File: config.mk
export PLATFORM = sky130hd
export DESIGN_NAME = prv_trap_sequencer
export DESIGN_NICKNAME = d
export VERILOG_FILES = /design/src/rtl/machine_mode_types_pkg.sv /design/src/rtl/prv_int_prio.sv /design/src/rtl/prv_trap_sequencer.sv
export SDC_FILE = /design/constraint.sdc
export NUM_CORES = 1
export LEC_CHECK = 0
export CAP_MARGIN = 15
export CORE_MARGIN = 10
export CORE_UTILIZATION = 35
export DETAILED_ROUTE_END_ITERATION = 8
export PLACE_DENSITY = 0.77
export SLEW_MARGIN = 20
export SYNTH_ARGS = -nofsm -noshare
export SYNTH_HDL_FRONTEND = slang
export SYNTH_SLANG_ARGS = --single-unit
File: constraint.sdc
create_clock -name CLK -period 1.65 [get_ports CLK]
set_input_delay 0.33 -clock CLK [delete_from_list [all_inputs] [get_ports CLK]]
set_output_delay 0.33 -clock CLK [all_outputs]
set_load 0.05 [all_outputs]
File: src/rtl/machine_mode_types_pkg.sv
// Shared machine-mode trap types: sequencer state encoding, interrupt cause
// codes and mtvec mode encodings.
package machine_mode_types_pkg;

   typedef enum logic [2:0] {
      IDLE     = 3'd0,
      DRAIN    = 3'd1,
      WRITE    = 3'd2,
      MRET_W   = 3'd3,
      REDIRECT = 3'd4
   } trap_state_t;

   localparam logic [3:0] CAUSE_MSI = 4'd3;
   localparam logic [3:0] CAUSE_MTI = 4'd7;
   localparam logic [3:0] CAUSE_MEI = 4'd11;

   localparam logic [1:0] MTVEC_DIRECT   = 2'd0;
   localparam logic [1:0] MTVEC_VECTORED = 2'd1;

endpackage

File: src/rtl/prv_int_prio.sv
// Machine interrupt front end: registers the raw interrupt lines once,
// applies per-source enables and the global mstatus.MIE gate, and picks the
// highest-priority pending source (MEI > MSI > MTI).
// Ports:
//   CLK, RST                 clock, synchronous active-high reset
//   msip_in/mtip_in/meip_in  raw interrupt lines
//   mstatus_mie              global machine interrupt enable
//   mie_msie/mtie/meie       per-source enables
//   pend_any, pend_code      an enabled interrupt is pending, and its cause
//   mip_vec                  registered lines at mip bit positions 3/7/11
module prv_int_prio
   import machine_mode_types_pkg::*;
#(
   parameter int XLEN = 32
) (
   input  logic            CLK,
   input  logic            RST,
   input  logic            msip_in,
   input  logic            mtip_in,
   input  logic            meip_in,
   input  logic            mstatus_mie,
   input  logic            mie_msie,
   input  logic            mie_mtie,
   input  logic            mie_meie,
   output logic            pend_any,
   output logic [3:0]      pend_code,
   output logic [XLEN-1:0] mip_vec
);

   logic r_msip_q, r_msip_d;
   logic r_mtip_q, r_mtip_d;
   logic r_meip_q, r_meip_d;
   logic en_msi, en_mti, en_mei;

   always_comb begin
      r_msip_d = msip_in;
      r_mtip_d = mtip_in;
      r_meip_d = meip_in;
   end

   always_ff @(posedge CLK) begin
      if (RST) begin
         r_msip_q <= 1'b0;
         r_mtip_q <= 1'b0;
         r_meip_q <= 1'b0;
      end else begin
         r_msip_q <= r_msip_d;
         r_mtip_q <= r_mtip_d;
         r_meip_q <= r_meip_d;
      end
   end

   always_comb begin
      en_msi    = r_msip_q & mie_msie & mstatus_mie;
      en_mti    = r_mtip_q & mie_mtie & mstatus_mie;
      en_mei    = r_meip_q & mie_meie & mstatus_mie;
      pend_any  = en_msi | en_mti | en_mei;
      pend_code = 4'd0;
      if (en_mei)      pend_code = CAUSE_MEI;
      else if (en_msi) pend_code = CAUSE_MSI;
      else if (en_mti) pend_code = CAUSE_MTI;
   end

   always_comb begin
      mip_vec     = '0;
      mip_vec[3]  = r_msip_q;
      mip_vec[7]  = r_mtip_q;
      mip_vec[11] = r_meip_q;
   end

endmodule

File: src/rtl/prv_trap_sequencer.sv
// Machine-mode trap sequencer. Accepts an exception, a pending interrupt or
// an MRET, emits one cycle of CSR update strobes, then holds a fetch
// redirect until fetch accepts it. busy stalls the pipeline throughout.
// Ports:
//   CLK, RST                       clock, synchronous active-high reset
//   exc_*, epc_in, pipe_quiesced   pipeline exception / resume-PC interface
//   mret_req                       MRET committing
//   msip_in/mtip_in/meip_in        raw interrupt lines
//   mstatus_*, mie_*, mtvec, mepc  current CSR values
//   *_rup, *_next                  CSR update strobes and write data
//   redirect_*                     fetch redirect handshake
//
// state    | meaning
// IDLE     | waiting for exception, MRET or enabled interrupt
// DRAIN    | interrupt pending, waiting for pipeline to quiesce
// WRITE    | strobe mcause/mepc/mstatus (and mbadaddr) for a trap
// MRET_W   | strobe mstatus for a return
// REDIRECT | hold redirect_pc until fetch accepts it
module prv_trap_sequencer
   import machine_mode_types_pkg::*;
#(
   parameter int XLEN    = 32,
   parameter int NUM_INT = 3
) (
   input  logic            CLK,
   input  logic            RST,
   input  logic            exc_req,
   input  logic [3:0]      exc_code,
   input  logic [XLEN-1:0] exc_badaddr,
   input  logic            exc_badaddr_v,
   input  logic            mret_req,
   input  logic [XLEN-1:0] epc_in,
   input  logic            pipe_quiesced,
   input  logic            msip_in,
   input  logic            mtip_in,
   input  logic            meip_in,
   input  logic            mstatus_mie,
   input  logic            mstatus_mpie,
   input  logic            mie_msie,
   input  logic            mie_mtie,
   input  logic            mie_meie,
   input  logic [XLEN-1:0] mtvec,
   input  logic [XLEN-1:0] mepc,
   output logic            busy,
   output logic            mcause_rup,
   output logic            mepc_rup,
   output logic            mbadaddr_rup,
   output logic            mstatus_rup,
   output logic            mip_rup,
   output logic [XLEN-1:0] mcause_next,
   output logic [XLEN-1:0] mepc_next,
   output logic [XLEN-1:0] mbadaddr_next,
   output logic            mie_next,
   output logic            mpie_next,
   output logic [XLEN-1:0] mip_next,
   output logic            redirect_valid,
   output logic [XLEN-1:0] redirect_pc,
   input  logic            redirect_ready
);

   trap_state_t     state_q, state_d;
   logic [XLEN-1:0] cause_q, cause_d;
   logic [XLEN-1:0] epc_q, epc_d;
   logic [XLEN-1:0] badaddr_q, badaddr_d;
   logic            badaddr_v_q, badaddr_v_d;
   logic            is_int_q, is_int_d;
   logic [XLEN-1:0] pc_q, pc_d;
   logic [XLEN-1:0] mip_last_q, mip_last_d;

   logic            pend_any;
   logic [3:0]      pend_code;
   logic [XLEN-1:0] mip_vec;
   logic [XLEN-1:0] vec_base;

   prv_int_prio #(.XLEN(XLEN)) u_int_prio (
      .CLK         (CLK),
      .RST         (RST),
      .msip_in     (msip_in),
      .mtip_in     (mtip_in),
      .meip_in     (meip_in),
      .mstatus_mie (mstatus_mie),
      .mie_msie    (mie_msie),
      .mie_mtie    (mie_mtie),
      .mie_meie    (mie_meie),
      .pend_any    (pend_any),
      .pend_code   (pend_code),
      .mip_vec     (mip_vec)
   );

   // mip tracking runs regardless of the trap FSM.
   always_comb begin
      mip_last_d = mip_vec;
      mip_rup    = (mip_vec != mip_last_q);
      mip_next   = mip_vec;
   end

   assign vec_base = {mtvec[XLEN-1:2], 2'b00};

   always_comb begin
      state_d     = state_q;
      cause_d     = cause_q;
      epc_d       = epc_q;
      badaddr_d   = badaddr_q;
      badaddr_v_d = badaddr_v_q;
      is_int_d    = is_int_q;
      pc_d        = pc_q;

      case (state_q)
         IDLE, DRAIN: begin
            if (exc_req) begin
               cause_d     = {{(XLEN-4){1'b0}}, exc_code};
               epc_d       = epc_in;
               badaddr_d   = exc_badaddr;
               badaddr_v_d = exc_badaddr_v;
               is_int_d    = 1'b0;
               state_d     = WRITE;
            end else if (state_q == IDLE) begin
               if (mret_req)      state_d = MRET_W;
               else if (pend_any) state_d = DRAIN;
            end else if (!pend_any) begin
               state_d = IDLE;
            end else if (pipe_quiesced) begin
               cause_d     = {1'b1, {(XLEN-5){1'b0}}, pend_code};
               epc_d       = epc_in;
               badaddr_v_d = 1'b0;
               is_int_d    = 1'b1;
               state_d     = WRITE;
            end
         end
         WRITE: begin
            // Vectored offset is 4*code from the word-aligned base.
            if (is_int_q && mtvec[1:0] == MTVEC_VECTORED)
               pc_d = vec_base + {{(XLEN-6){1'b0}}, cause_q[3:0], 2'b00};
            else
               pc_d = vec_base;
            state_d = REDIRECT;
         end
         MRET_W: begin
            pc_d    = mepc;
            state_d = REDIRECT;
         end
         REDIRECT: begin
            if (redirect_ready) state_d = IDLE;
         end
         default: state_d = IDLE;
      endcase
   end

   always_comb begin
      busy           = (state_q != IDLE);
      mcause_rup     = (state_q == WRITE);
      mepc_rup       = (state_q == WRITE);
      mbadaddr_rup   = (state_q == WRITE) && badaddr_v_q;
      mstatus_rup    = (state_q == WRITE) || (state_q == MRET_W);
      mie_next       = (state_q == MRET_W) ? mstatus_mpie : 1'b0;
      mpie_next      = (state_q == MRET_W) ? 1'b1 :
                       (state_q == WRITE)  ? mstatus_mie : 1'b0;
      mcause_next    = cause_q;
      mepc_next      = epc_q;
      mbadaddr_next  = badaddr_q;
      redirect_valid = (state_q == REDIRECT);
      redirect_pc    = pc_q;
   end

   always_ff @(posedge CLK) begin
      if (RST) begin
         state_q     <= IDLE;
         cause_q     <= '0;
         epc_q       <= '0;
         badaddr_q   <= '0;
         badaddr_v_q <= 1'b0;
         is_int_q    <= 1'b0;
         pc_q        <= '0;
         mip_last_q  <= '0;
      end else begin
         state_q     <= state_d;
         cause_q     <= cause_d;
         epc_q       <= epc_d;
         badaddr_q   <= badaddr_d;
         badaddr_v_q <= badaddr_v_d;
         is_int_q    <= is_int_d;
         pc_q        <= pc_d;
         mip_last_q  <= mip_last_d;
      end
   end

endmodule
== Word level (Yosys, flattened, before mapping) ==
Cells that the tools add are included.

* Register bits: 168
* Input port bits: 147
* Output and inout port bits: 169
* Logic and storage cells: 76

* Add/sub/neg operators: 1
* Equal/unequal tests: 10
* Muxes and demuxes: 32
* Bitwise operators: 8
* Reductions and logical operators: 13

{| class="wikitable"
|+ Operators by type and width
! operator !! count
|-
| 32-bit 2-to-1 mux || 9
|-
| 32-bit one-hot mux with 2 select lines || 1
|-
| 32-bit by 6-bit adder with 32-bit output || 1
|-
| 12-bit by 32-bit != test with 1-bit output || 1
|-
| 3-bit 2-to-1 mux || 8
|-
| 1-bit 2-to-1 mux || 11
|-
| 5-bit != test, second input constant || 2
|-
| 3-bit one-hot mux with 3 select lines || 1
|-
| 4-bit 2-to-1 mux || 2
|-
| 1-bit bitwise AND || 6
|-
| 3-bit by 2-bit == test with 1-bit output, second input constant || 2
|-
| 2-bit nonzero test || 3
|-
| 4-bit AND reduction || 1
|-
| 2-bit OR reduction || 2
|-
| 3-bit by 1-bit == test with 1-bit output, second input constant || 1
|-
| 3-bit == test, second input constant || 1
|-
| 3-bit logical NOT || 1
|-
| 3-bit AND reduction || 1
|-
| 3-bit nonzero test || 1
|-
| 2-bit by 1-bit == test with 1-bit output, second input constant || 1
|-
| 1-bit logical AND || 2
|-
| 2-bit by 1-bit != test with 1-bit output, second input constant || 1
|-
| 2-bit != test, second input constant || 1
|-
| 1-bit bitwise OR || 2
|-
| other kinds (2) || 2
|}

== Longest topological paths before layout ==
* Depth after elaboration: 9
* Gate-level depth with buffers: 8
* Depth with buffers taken out: 7

== By module ==
From an unflattened synthesis, not the netlist that was laid out.

* Cells, all modules: 781
* Area total of the unflattened synthesis: 6560.0 um^2

{| class="wikitable"
|+ By module, submodules not included
! module !! instances !! cells each !! area each (um^2) !! sequential area each (um^2)
|-
| prv_trap_sequencer || 1 || 734 || 6175.9 || 2742.6
|-
| prv_int_prio || 1 || 47 || 384.1 || 60.1
|}

== Least setup slack after synthesis ==
No wires, ideal clock.

* Kind: register to output
* Start point: register state_q[2]
* End point: output mbadaddr_rup
* Data arrival time: 1.716 ns
* Setup slack: -0.396 ns
* Stages on the path, launching flop included: 7
* Cell sequence: dfxtp_1 > nand2b_1 > buf_2 > inv_1 > buf_2 > buf_2 > and3_1

* Longest elaborated chain between the ends: 2

{| class="wikitable"
|+ RTL lines
! item !! line !! text
|-
| start, declared || prv_trap_sequencer.sv:61 || <nowiki>trap_state_t state_q, state_d;</nowiki>
|-
| start signal, assigned || prv_trap_sequencer.sv:176 || <nowiki>state_q <= state_d;</nowiki>
|-
| 3-bit by 2-bit == test with 1-bit output || prv_trap_sequencer.sv:153 || <nowiki>mbadaddr_rup = (state_q == WRITE) && badaddr_v_q;</nowiki>
|-
| 1-bit logical AND || prv_trap_sequencer.sv:153 ||
|-
| end, declared || prv_trap_sequencer.sv:47 || <nowiki>output logic mbadaddr_rup,</nowiki>
|}

No other way between the ends.

== Final worst setup path ==
* Start point: input mtvec[14]
* End point: register pc_q[22] (netlist: redirect_pc[22])

* Longest elaborated chain between the ends: 3

{| class="wikitable"
|+ RTL lines
! item !! line !! text
|-
| start, declared || prv_trap_sequencer.sv:42 || <nowiki>input logic [XLEN-1:0] mtvec,</nowiki>
|-
| 32-bit by 6-bit adder with 32-bit output || prv_trap_sequencer.sv:133 || <nowiki>pc_d = vec_base + {{(XLEN-6){1'b0}}, cause_q[3:0], 2'b00};</nowiki>
|-
| 32-bit 2-to-1 mux || prv_trap_sequencer.sv:132 || <nowiki>if (is_int_q && mtvec[1:0] == MTVEC_VECTORED)</nowiki>
|-
| 32-bit one-hot mux with 2 select lines || prv_trap_sequencer.sv:108 || <nowiki>case (state_q)</nowiki>
|-
| end signal, assigned || prv_trap_sequencer.sv:182 || <nowiki>pc_q <= pc_d;</nowiki>
|-
| end, declared || prv_trap_sequencer.sv:67 || <nowiki>logic [XLEN-1:0] pc_q, pc_d;</nowiki>
|}

No other way between the ends.
A chain may end at the register's enable or synchronous reset.

==> impl_metrics.toml <==
[worst_hold_path]
hold_path_class = "primary input to flip-flop"
hold_path_startpoint = "RST"
holdPathStages = 2

[critical_path]
worstPathMaxFanout = 5
start_kind = "primary input"
worstPathArrival_ns = 1.92
path_class = "primary input to flip-flop"
cp-startpoint = "mtvec[14]"
cp.required_ns = 1.87
r2r_cells = 7
rr_startpoint = "mcause_next[0]"
cp-end-kind = "flip-flop"

[synthesis]
synth.distinct_cells = 52
ys_ff_latch = 111
synthArstFlopShare_pct = 0
avgSynthCellArea_sq_um = 8.047
synth_warnings = 0
syn_area_sq_um = 5424
seq_area_frac_synth_pct = 40.97
synth_edf_count = 0
synth_ff_type = "dfxtp_1"
netlist_instances = 674

[global_routing]
grt-ovfl-total = 0
grt_pass1_vias = 5399
track_usage_pct = 18.13
grt_max_degree = 40
antenna_found_initial = 3
grt_pass1_wl_mm = 29.58

[floorplan]
io_pins = 316
num_rows = 45
die_x_um = 144.5
chipHeight_um = 144.5
die_area_sq_um = 20880
start_util_pct = 35.68
core_area_sq_um = 15200

[power]
p_leak_nw = 4.068
powerDensity_nw_per_um2 = 898.3
p_total_mw = 8.319
vdd.ir_drop.worst_uv = 667.7

[routing]
ant_nets = 0
via_per_inst = 4.850
dr.pass1.iters = 4
drt_iter0_drc = 249
routed_wl_mm = 21.51
routedWlPerCell_um = 18.18
remaining_drc_errors = 0
vias = 5738

[clock_tree]
h-tree-depth = 3
cts_max_path_buffers = 2
cts.sinks = 111
cts_buffers = 9
cts_root_buffer = "clkbuf_16"
insertion_delay_ns = 0.35
tritoncts = "built"
hold_buffers = 0
clk_pin_slew_ns = 0.08

[finish]
drive_gt1_share_pct = 29.20
postLayoutCoreUtil_pct = 60.91
fin_nets = 1140
fin_cells = 1183
fin_area_sq_um = 9260
areaGrowthSynthToFinish_pct = 70.73

[job]
maxCapViolations = 0

[sta]
period_needed_ns = 1.697
setup_viol = 8
hold_violations = 0
setup_slack_ns = -0.04686
max_freq_mhz = 589.3
rsz0062_at_grt = "yes"
final-max-slew-violation-count = 0
fin_worst_skew_ns = 0.006809
final.period_utilization_pct = 102.8

[placement]
pre_cts_ws_ns = -0.6032
place_congestion = 0.8214
port_buffers = 259
dpl_cell_area_sq_um = 8272
dp.cells = 1142
hpwl_mm = 15.69

[outcome]
violations = "negative setup slack"
status = "complete, but fails checks"
per-layer routing:
metal,GRT usage (%),part of all wire [%],vias to the layer above
met5,0,0,-
met4,5.691,2.8,0
met3,5.904,8.4,43
met2,30.95,50,250
met1,20.99,38,2616
li1,-,-,2829
cells by family (layout without fill, tap and decap cells):
| kind of cell | count (synthesis) | count (layout) | share of synthesized area (%) |
|---|---|---|---|
| buffers and inverters | 114 | 376 | 13.56 |
| other | 1 | 58 | 0.06914 |
| multiplexers | 2 | 2 | 0.3691 |
| XOR/XNOR | 29 | 29 | 4.683 |
| flip-flops | 111 | 111 | 40.97 |
| AND/OR/NAND/NOR | 263 | 264 | 23.00 |
| adder cells (fa/ha/maj) | 5 | 5 | 1.292 |
| AO/OA/AOI/OAI | 149 | 150 | 16.06 |
flip-flops by register name, summed over array words and instances, names as in the netlist:
signal and cells:
mepc_next 32, mbadaddr_next 32, state_q 3, mip_last_q 3
redirect_pc 32, badaddr_v_q 1, mcause_next 5, u_int_prio.r_meip_q 1
u_int_prio.r_msip_q 1, u_int_prio.r_mtip_q 1
power breakdown:
part | leakage (nW) | internal (mW) | switching, mW | total (mW)
registers | 0.913 | 2.88 | 0.117 | 2.99
clock network | 0.154 | 1.21 | 1.07 | 2.29
logic | 3.00 | 1.18 | 1.86 | 3.04
total | 4.07 | 5.27 | 3.05 | 8.32
synth_stat cells, types with 5 or more instances:
library cell	number	area, sq um
a211oi_1	5	37.54
a21oi_1	97	485.5
and3_1	27	168.9
buf_2	9	45.04
buf_4	61	457.9
buf_6	9	101.4
clkbuf_1	22	82.58
dfxtp_1	111	2222
inv_1	9	33.78
nand2_1	152	570.6
nand2b_1	5	31.28
nand3_1	21	105.1
nand4_1	13	81.33
nor2_1	15	56.30
nor2b_1	6	37.54
nor3_1	6	30.03
o21ai_0	5	25.02
o22ai_1	24	150.1
xnor2_1	8	70.07
xor2_1	21	183.9
layout by cell type (no fill, tap or decap), drive strengths merged, types with 2 or more instances in the layout:
cell type and n:
nor4 4, nand3 21, bufbuf 2, dlymetal6s2s 10, clkdlybuf4s50 130, nand3b 2, ha 4, clkbuf 13
xor2 21, nor3b 2, nor3 8, a22oi 2, diode 2, nand4 14, dlygate4sd2 5, xnor2 8
conb 56, o22ai 24, a31oi 3, nand2b 5, a211oi 5, o211ai 2, dfxtp 111, and4 2
nor2b 6, o21ai 7, mux2i 2, inv 15, a21oi 99, a41o 2, nand2 153, and3 27
buf 200, nor2 16
critical path, stage by stage:
cell and delay (ns):
clkdlybuf4s50_1 0.52, nand4_4 0.23, buf_4 0.24, nor3_4 0.19, nand3_1 0.12, xor2_1 0.17, o22ai_1 0.11
final timing paths:
| kind | end | slack, ns |
|---|---|---|
| worst min-delay path | redirect_pc[18] | 0.32 |
| worst min register to register | mepc_next[12] | 0.45 |
| worst max-delay path | redirect_pc[22] | -0.05 |
| worst max register to register | redirect_pc[22] | -0.04 |
repair_timing:
action,in CTS,in global routing
resized for setup,40,50
endpoints found under the setup margin,71,68
setup buffers,6,8
pin swaps,9,54
cloned,2,7
final cells by class:
class / count / area, sq um
fillers: 1303 / 5942
well taps: 188 / 235.2
clock inverters: 7 / 82.58
inverters: 9 / 36.28
diodes: 2 / 5.005
repair buffers: 351 / 3381
clock buffers: 9 / 225.2
flip-flops and latches: 111 / 2238
multi-input cells: 506 / 3057
metrics by stage:
stage	hold WS (ns)	TNS, ns
CTS	0.3036	-0.1366
floorplan	0.4566	-0.06536
global route	0.3150	-1.847
global placement	0.4382	-29.31
finish	0.3238	-0.1354
detailed placement	0.4435	-31.67
Power figures use the tool's default switching activity.
